$ cat config.mk
export PLATFORM = sky130hd
export DESIGN_NAME = cga_vram_arbiter
export DESIGN_NICKNAME = d
export VERILOG_FILES = /design/src/rtl/cga_arb_pkg.sv /design/src/rtl/cga_bus_sync.sv /design/src/rtl/cga_vram_arbiter.sv
export SDC_FILE = /design/constraint.sdc
export NUM_CORES = 1
export LEC_CHECK = 0
export CAP_MARGIN = 20
export CORE_MARGIN = 1.5
export CORE_UTILIZATION = 42
export CTS_BUF_LIST = sky130_fd_sc_hd__clkbuf_4 sky130_fd_sc_hd__clkbuf_8
export DETAILED_ROUTE_END_ITERATION = 10
export PLACE_DENSITY = 0.82
export SLEW_MARGIN = 20
export SYNTH_ARGS = -nofsm -noshare
export SYNTH_HDL_FRONTEND = slang
export SYNTH_SLANG_ARGS = --single-unit
$ cat constraint.sdc
create_clock -name clk -period 2.6 [get_ports clk]
set_clock_uncertainty 0.05 [all_clocks]
set_input_delay 0.52 -clock clk [delete_from_list [all_inputs] [get_ports clk]]
set_output_delay 0.52 -clock clk [all_outputs]
set_load 0.01 [all_outputs]
$ cat src/rtl/cga_arb_pkg.sv
// Shared state encoding and VRAM geometry for the CGA VRAM arbiter.
package cga_arb_pkg;

    localparam int VRAM_AW = 15;
    localparam int VRAM_DW = 8;

    typedef enum logic [2:0] {
        ST_IDLE,
        ST_PEND,
        ST_ACCESS,
        ST_WAITD,
        ST_DONE
    } arb_state_e;

endpackage

$ cat src/rtl/cga_bus_sync.sv
// Two-flop synchroniser for the async ISA memory strobes plus a falling-edge
// detect on "any strobe active". Strobe flops reset to the inactive (high) level.
module cga_bus_sync (
    input  logic clk,
    input  logic reset,
    input  logic memr_l_i,
    input  logic memw_l_i,
    output logic wr_act_o,
    output logic fall_o,
    output logic idle_o
);

    logic [1:0] rd_sync_q;
    logic [1:0] wr_sync_q;
    logic       act_prev_q;
    logic       act;

    always_ff @(posedge clk) begin
        if (reset) begin
            rd_sync_q  <= 2'b11;
            wr_sync_q  <= 2'b11;
            act_prev_q <= 1'b0;
        end else begin
            rd_sync_q  <= {rd_sync_q[0], memr_l_i};
            wr_sync_q  <= {wr_sync_q[0], memw_l_i};
            act_prev_q <= act;
        end
    end

    assign wr_act_o = ~wr_sync_q[1];
    assign act      = ~rd_sync_q[1] | ~wr_sync_q[1];
    assign fall_o   = act & ~act_prev_q;
    assign idle_o   = ~act;

endmodule

$ cat src/rtl/cga_vram_arbiter.sv
// Shares the single VRAM port between display fetches and ISA CPU accesses.
// Define CGA_SNOW_EN to let CPU accesses steal display slots ("snow"); default build never does.
module cga_vram_arbiter
    import cga_arb_pkg::*;
#(
    parameter int USE_BUS_WAIT = 1,
    parameter int RAM_LATENCY  = 1
) (
    input  logic               clk,
    input  logic               reset,
    input  logic               isa_slot,
    input  logic               disp_fetch,
    input  logic [VRAM_AW-1:0] disp_addr,
    input  logic               bus_memr_l,
    input  logic               bus_memw_l,
    input  logic               cpu_sel,
    input  logic [VRAM_AW-1:0] cpu_addr,
    input  logic [VRAM_DW-1:0] cpu_wdata,
    output logic [VRAM_DW-1:0] cpu_rdata,
    output logic               bus_rdy,
    output logic [VRAM_AW-1:0] ram_a,
    output logic               ram_we_l,
    output logic [VRAM_DW-1:0] ram_dout,
    input  logic [VRAM_DW-1:0] ram_din,
    output logic [VRAM_DW-1:0] disp_data,
    output logic               snow
);

    localparam logic [1:0] LAT_LAST = 2'(RAM_LATENCY - 1);

    arb_state_e         state_q, state_d;
    logic [VRAM_AW-1:0] addr_q, addr_d;
    logic [VRAM_DW-1:0] wdata_q, wdata_d;
    logic               wr_q, wr_d;
    logic [1:0]         lat_cnt_q, lat_cnt_d;
    logic [VRAM_DW-1:0] cpu_rdata_q, cpu_rdata_d;
    logic               wait_req;
    logic               grant_ok;

    logic               wr_act;
    logic               req_fall;
    logic               strobe_idle;

    logic [RAM_LATENCY-1:0] fetch_vld_q;
    logic [RAM_LATENCY-1:0] snow_vld_q;
    logic                   fetch_in;
    logic                   snow_in;
    logic                   in_access;
    logic [VRAM_DW-1:0]     snow_byte_q;
    logic                   snow_wr_q;
    logic [VRAM_DW-1:0]     disp_data_q;
    logic                   snow_q;

    cga_bus_sync u_sync (
        .clk      (clk),
        .reset    (reset),
        .memr_l_i (bus_memr_l),
        .memw_l_i (bus_memw_l),
        .wr_act_o (wr_act),
        .fall_o   (req_fall),
        .idle_o   (strobe_idle)
    );

`ifdef CGA_SNOW_EN
    assign grant_ok = 1'b1;
    assign fetch_in = disp_fetch;
    assign snow_in  = disp_fetch & in_access;
`else
    assign grant_ok = ~disp_fetch;
    assign fetch_in = disp_fetch & ~in_access;
    assign snow_in  = 1'b0;
`endif

    always_comb begin
        state_d     = state_q;
        addr_d      = addr_q;
        wdata_d     = wdata_q;
        wr_d        = wr_q;
        lat_cnt_d   = lat_cnt_q;
        cpu_rdata_d = cpu_rdata_q;
        wait_req    = 1'b0;
        case (state_q)
            ST_IDLE: begin
                // Write strobe wins when both strobes fall together.
                if (req_fall && cpu_sel) begin
                    state_d  = ST_PEND;
                    addr_d   = cpu_addr;
                    wdata_d  = cpu_wdata;
                    wr_d     = wr_act;
                    wait_req = 1'b1;
                end
            end
            ST_PEND: begin
                if (strobe_idle) begin
                    state_d = ST_IDLE;
                end else begin
                    wait_req = 1'b1;
                    if (isa_slot && grant_ok) state_d = ST_ACCESS;
                end
            end
            ST_ACCESS: begin
                wait_req  = 1'b1;
                lat_cnt_d = 2'd0;
                state_d   = wr_q ? ST_DONE : ST_WAITD;
            end
            ST_WAITD: begin
                wait_req = 1'b1;
                if (lat_cnt_q == LAT_LAST) begin
                    cpu_rdata_d = ram_din;
                    state_d     = ST_DONE;
                end else begin
                    lat_cnt_d = lat_cnt_q + 2'd1;
                end
            end
            ST_DONE: begin
                if (strobe_idle) state_d = ST_IDLE;
            end
            default: state_d = ST_IDLE;
        endcase
    end

    always_ff @(posedge clk) begin
        if (reset) begin
            state_q     <= ST_IDLE;
            wr_q        <= 1'b0;
            lat_cnt_q   <= 2'd0;
            cpu_rdata_q <= '0;
        end else begin
            state_q     <= state_d;
            wr_q        <= wr_d;
            lat_cnt_q   <= lat_cnt_d;
            cpu_rdata_q <= cpu_rdata_d;
        end
    end

    always_ff @(posedge clk) begin
        addr_q  <= addr_d;
        wdata_q <= wdata_d;
        if (in_access) begin
            snow_byte_q <= wdata_q;
            snow_wr_q   <= wr_q;
        end
    end

    assign in_access = (state_q == ST_ACCESS);
    assign ram_a     = in_access ? addr_q : disp_addr;
    assign ram_we_l  = ~(in_access & wr_q);
    assign ram_dout  = wdata_q;
    assign bus_rdy   = (USE_BUS_WAIT != 0) ? ~wait_req : 1'b1;
    assign cpu_rdata = cpu_rdata_q;

    // Fetch tracking: a byte requested in cycle T lands in disp_data at T+RAM_LATENCY+1.
    always_ff @(posedge clk) begin
        if (reset) begin
            fetch_vld_q <= '0;
            snow_vld_q  <= '0;
            disp_data_q <= '0;
            snow_q      <= 1'b0;
        end else begin
            fetch_vld_q[0] <= fetch_in;
            snow_vld_q[0]  <= snow_in;
            for (int i = 1; i < RAM_LATENCY; i++) begin
                fetch_vld_q[i] <= fetch_vld_q[i-1];
                snow_vld_q[i]  <= snow_vld_q[i-1];
            end
            snow_q <= snow_vld_q[RAM_LATENCY-1];
            if (snow_vld_q[RAM_LATENCY-1])
                disp_data_q <= snow_wr_q ? snow_byte_q : ram_din;
            else if (fetch_vld_q[RAM_LATENCY-1])
                disp_data_q <= ram_din;
        end
    end

    assign disp_data = disp_data_q;
    assign snow      = snow_q;

endmodule
==> metrics.txt, run 1 <==
CP required 2030 ps; clk sink count 51; antenna diode count 0; critical path endpoint category output pin; largest family of logic cells by synthesized area simple AND/OR/NAND/NOR gates; violated checks design-rule violations; io pins 95; Post-CTS Setup Inserts 0; CP cell instances nor2_2 -> and2_1 -> buf_6 -> nand2_1 -> nand2_1 -> clkdlybuf4s50_1; Root Buffer clkbuf_8; Crit path top cell by count nand2_1; Synth Area in Compound Gates 0.0767; share of post-route cells with drive strength above 1 0.0793; top cells by area, synth edfxtp_1 35%, dfxtp_1 28%, nand2_1 13%; DRC errors left 5; CTS buffer count 5; Max Transition Viols Final 0; I/O Buffers 93; vias in the first global route 1,554; Vias 1,651; post-layout util 0.697; fmax 404 MHz; vias per cell 4.83; global routing met1 resource utilization 0.199; CTS tree done; length of the first detailed-routing pass in iterations 9; #FFs+latches synth 51; syn_nets 248; synth-to-layout area growth 55.6%; met3 Use GR 0.0816; Post-Synthesis Cells 194; largest net degree at the start of global routing 26; Final setup viols 0; post-synthesis async set-or-reset flop share 0; first-pass GRT wire length 6.98 mm; Hold Path Class reg2reg; LEAKAGE 0.00116 uW; CP Class reg2out; fin crit share 0.952; Final GP Congestion 0.874; adder-cell share of the synthesized area 0.00629; clock buffer depth 2; row count 24; nets 343; synth unique cells 34; synthesized area per cell 10.3 sq um; crit-path max cell delay 530 ps; synthesized area 0.00199 sq mm; Post-Synth XOR/XNOR Area 0; post-synthesis mux area share 0.0402; crit path DAT 1910 ps; Post-synth top flop dfxtp_1; Final min period 2480 ps; Final ANT Viol Nets 0; status complete, but fails checks; crit path max-delay cell type clkdlybuf4s50_1; Die Ht 71.8 um; Seq/Total Area, Yosys 0.629; Post-synth EDFFs 23; clk_lat worst skew 300 ps; Pwr Total 1640 uW; hpwl dp 3.18 mm; total grt overflow 0; met2 Usage GRT 0.293; H-tree levels 2; post-cts resize count 1; Core Region 0.00444 sq mm; YS warnings 0; initial antenna violation count 0; Die ar. 0.00516 sq mm; hold buffers post-CTS 0; GR peak layer met2; hold slack final 371 ps; Pwr Density 529 mW/mm^2; Post-Place Worst Slack -43.7 ps; # Max-Cap Violations 0; Clock Pin Slew Worst Setup and Hold Paths 80 ps; CP Launch Type flip-flop; Post-Synth Simple-Gate Area 0.213; final worst slack 124 ps; die width 71.8 um; drt initial violations 80; GRT Overall Usage 0.174; wire per inst 12.7 um; Crit Path Max Fanout 16; share of the synthesized area in the top cell type 0.347; Initial Utilization 0.448; Fin. Hold Viols 0; post-synth top area cell edfxtp_1; worst vdd ir 0.458 mV; WL final 4.34 mm
-- cells by family (layout without fill, tap and decap cells) --
family / count (synthesis) / count (layout)
AO/OA/AOI/OAI: 24 / 24
adder cells (fa/ha/maj): 1 / 1
AND/OR/NAND/NOR: 96 / 96
other: 1 / 1
buffers and inverters: 13 / 109
flip-flops: 51 / 51
multiplexers: 8 / 8
-- registers in the layout, indices dropped and copies added (netlist names) --
name / flops
fetch_vld_q: 1
u_sync.rd_sync_q: 2
disp_data: 8
u_sync.act_prev_q: 1
u_sync.wr_sync_q: 2
lat_cnt_q: 2
addr_q: 15
state_q: 3
cpu_rdata: 8
ram_dout: 8
wr_q: 1
-- power by group --
| part | leakage [uW] | total, uW | switching, uW | internal (uW) |
|---|---|---|---|---|
| sequential | 0.000439 | 878 | 14.5 | 864 |
| clock | 0.0000612 | 560 | 249 | 311 |
| combinational | 0.000665 | 199 | 66.1 | 132 |
-- layout make-up --
type	count	area, sq um
inverter	2	7.51
clock inverter	2	35.0
timing repair buffer	99	978
clock buffer	6	82.6
fill	351	1350
multi-input combinational	130	676
sequential	51	1250
tap	52	65.1
-- critical path: cells and delay by family (launching register included) --
kind	cells	cell delay, ps
buffers and inverters	2	720
DFF	1	370
and+or+nand+nor	4	530
-- final timing paths --
path,depth (start not counted),startpoint,to,slack [ps]
max,6,state_q[0],ram_a[5],120
min,1,u_sync.wr_sync_q[0],u_sync.wr_sync_q[1],370
max reg2reg,5,u_sync.wr_sync_q[1],wr_q,1050
min reg2reg,1,u_sync.wr_sync_q[0],u_sync.wr_sync_q[1],370
-- synthesized netlist by cell type (2+ instances only) --
| master | n |
|---|---|
| a211oi_1 | 2 |
| a21oi_1 | 12 |
| and2_1 | 2 |
| buf_2 | 5 |
| buf_4 | 3 |
| clkbuf_1 | 3 |
| dfxtp_1 | 28 |
| edfxtp_1 | 23 |
| inv_1 | 2 |
| mux2i_1 | 8 |
| nand2_1 | 68 |
| nand3_1 | 3 |
| nor2_1 | 10 |
| o22ai_1 | 2 |
| or2_2 | 4 |
-- layout by cell type, fill, tap and decap left out, types with 2 or more instances in the layout --
cell type,instances
edfxtp_1,23
nor2_1,9
o22ai_1,2
clkbuf_8,6
a21oi_1,12
dfxtp_1,27
buf_4,5
a211oi_1,2
mux2i_1,8
nand2_1,68
and2_1,2
clkdlybuf4s50_1,92
inv_1,2
nand3_1,3
or2_2,4
-- per-stage QoR --
stage	cell area, sq um	setup TNS [ps]	cells
after detailed placement	2970	-43.7	334
after floorplan	1990	0	194
after global placement	2970	-10.6	334
final	3100	0	342
after global routing	3100	-13.2	342
after CTS	3090	0	342
-- per-layer routing --
metal  wire length [um]  vias up
li1                   -      834
met1               1750      747
met2               2120       65
met3                430        5
met4                 44        0
met5                  0        -
No activity file was read; power rests on OpenSTA's default activity.
==> inputs of run 2 (changes only) <==
- ABC_CLOCK_PERIOD_IN_PS: not set -> 2600
- CAP_MARGIN: 20 -> not set
- RECOVER_POWER: not set -> 25
==> run 2 against run 1 <==
The run still ends with design-rule violations left. Via count did not move. Sequential share of layout area barely moved. Setup slack barely moved. Clock power barely moved. Core utilization fell by 0.085 points. Critical path depth did not move. Routed wire length rose by 0.23%. Cell count did not move. Non-clock buffer count did not move. Global-route usage did not move. Flip-flop and latch count did not move.
==> metrics.txt, run 2 (synthesized netlist as in run 1, its figures left out) <==
WL final 4.35 mm (+0.23%); capture point of the worst reg-to-reg path wr_q; crit-path max cell delay 530 ps (about the same); CTS tree done; crit path max-delay cell type clkdlybuf4s50_1; clk_lat worst skew 300 ps (about the same); antenna diode count 0 (unchanged); setup TNS 0 ps (unchanged); worst r2r src u_sync.wr_sync_q[1]; Initial Utilization 0.448 (unchanged); CP top delay family buffers and inverters; worst hold path stage count 1 (unchanged); hpwl dp 3.18 mm (unchanged); Final setup viols 0 (unchanged); clk sink count 51 (unchanged); largest net degree at the start of global routing 26 (unchanged); status complete, but fails checks; Final ANT Viol Nets 0 (unchanged); die width 71.8 um (unchanged); Final min period 2480 ps (+0.269 ps); GRT Overall Usage 0.174 (unchanged); final std cells w/o fill 342 (unchanged); CP required 2030 ps (about the same); clock buffer depth 2 (unchanged); Crit Path Max Fanout 16 (unchanged); HP Start u_sync.wr_sync_q[0]; Fin. Hold Viols 0 (unchanged); Hold Path Class reg2reg; # Max-Cap Violations 0 (unchanged); critical path endpoint category output pin; vias in the first global route 1,554 (unchanged); hold slack final 371 ps (unchanged); drt initial violations 79 (-1.3%); max reg flops 15 (unchanged); CP cell instances nor2_2 -> and2_1 -> buf_6 -> nand2_1 -> nand2_1 -> clkdlybuf4s50_1; most frequent cells in the layout 68 x nand2_1, 68 x clkdlybuf4s50_1, 27 x dfxtp_1; vias per cell 4.83 (unchanged); Pwr Density 527 mW/mm^2 (-0.36%); WP buf/inv 2 (unchanged); first-pass GRT wire length 6.98 mm (unchanged); Clock Pin Slew Worst Setup and Hold Paths 80 ps (about the same); FILL cells 353 (+0.57%); CTS buffer count 5 (unchanged); wire per inst 12.7 um (+0.23%); Core Region 0.00444 sq mm (unchanged); Vias 1,651 (unchanged); hold buffers post-CTS 0 (unchanged); io pins 95 (unchanged); row count 24 (unchanged); share of post-route cells with drive strength above 1 0.0759 (-0.00345); I/O Buffers 93 (unchanged); Root Buffer clkbuf_8; CP startpoint state_q[0]; CP Launch Type flip-flop; fin crit share 0.952 (about the same); crit path DAT 1910 ps (about the same); placed insts 334 (unchanged); H-tree levels 2 (unchanged); nets 343 (unchanged); total grt overflow 0 (unchanged); Die Ht 71.8 um (unchanged); LEAKAGE 0.00117 uW (+0.23%); Max Transition Viols Final 0 (unchanged); worst vdd ir 0.447 mV (-2.3%); synth-to-layout area growth 55.4%; length of the first detailed-routing pass in iterations 9 (unchanged); Final GP Congestion 0.874 (unchanged); Reg with most FFs addr_q; max_slew headroom 0.473; Die ar. 0.00516 sq mm (unchanged); Worst Hold End u_sync.wr_sync_q[1]; cells on worst reg2reg path 5 (unchanged); Pwr Total 1630 uW (-0.48%); fmax 404 MHz (about the same); Crit path top cell by count nand2_1; Tightest Pin Transition 791 ps; DRC errors left 5 (unchanged); CP Class reg2out; initial antenna violation count 0 (unchanged); violated checks design-rule violations; register-to-register setup slack 1050 ps (about the same)
run 2: cell types whose count changed in the layout (fill, tap and decap cells not counted), sizes merged:
cell	change
clkbuf	+1
buf	-1
clkdlybuf4s50	-24
dlygate4sd3	+24
run 2: cell type report:
class                   instances  area, sq um  share of cell area
clock inverters                 2         35.0              0.0113
inverters                       2         7.51             0.00243
repair buffers                 99          975               0.315
multi-input cells             130          676               0.218
well taps                      52         65.1              0.0210
flip-flops and latches         51         1250               0.405
clock buffers                   6         82.6              0.0267
run 2: worst max-delay path by stage:
stage          slack (ps)  cells past startpoint        to
2_1_floorplan         320                      4   bus_rdy
6_report              120                      6  ram_a[5]
3_3_place_gp          -10                      6   bus_rdy
5_1_grt               -10                      6  ram_a[8]
4_1_cts                30                      5  ram_a[5]
3_5_place_dp          -40                      6   bus_rdy
run 2: timing repair:
item / CTS / global route
resized for setup: 1 / 3
setup endpoints to repair: 1 / 15
setup buffers: 0 / 0
run 2: report_power, final:
part	switching [uW]	total, uW	internal (uW)	leakage, uW
clock	249	560	311	0.0000612
combinational	66.2	191	125	0.000668
sequential	14.5	878	864	0.000439
run 2: metal layers:
layer	share of wire	vias to the layer above	global-route usage	routed length, um
li1	-	834	-	-
met2	0.49	65	0.293	2110
met1	0.41	747	0.199	1770
met4	0.010	0	0.0461	44
met3	0.099	5	0.0816	429
met5	0	-	0	0
run 2: metrics by stage:
step                cell area (sq um)  worst slack (ps)   util
finish                           3090               124  0.696
global placement                 2970             -10.6  0.669
global route                     3090             -11.4  0.696
CTS                              3090              28.3  0.695
floorplan                        1990               322      -
detailed placement               2970             -43.7  0.669
==> inputs of run 3 (changes only) <==
- SKIP_LAST_GASP: not set -> 1
==> results of run 3 <==
No change in the layout: final DEF, timing and power equal those of run 2.
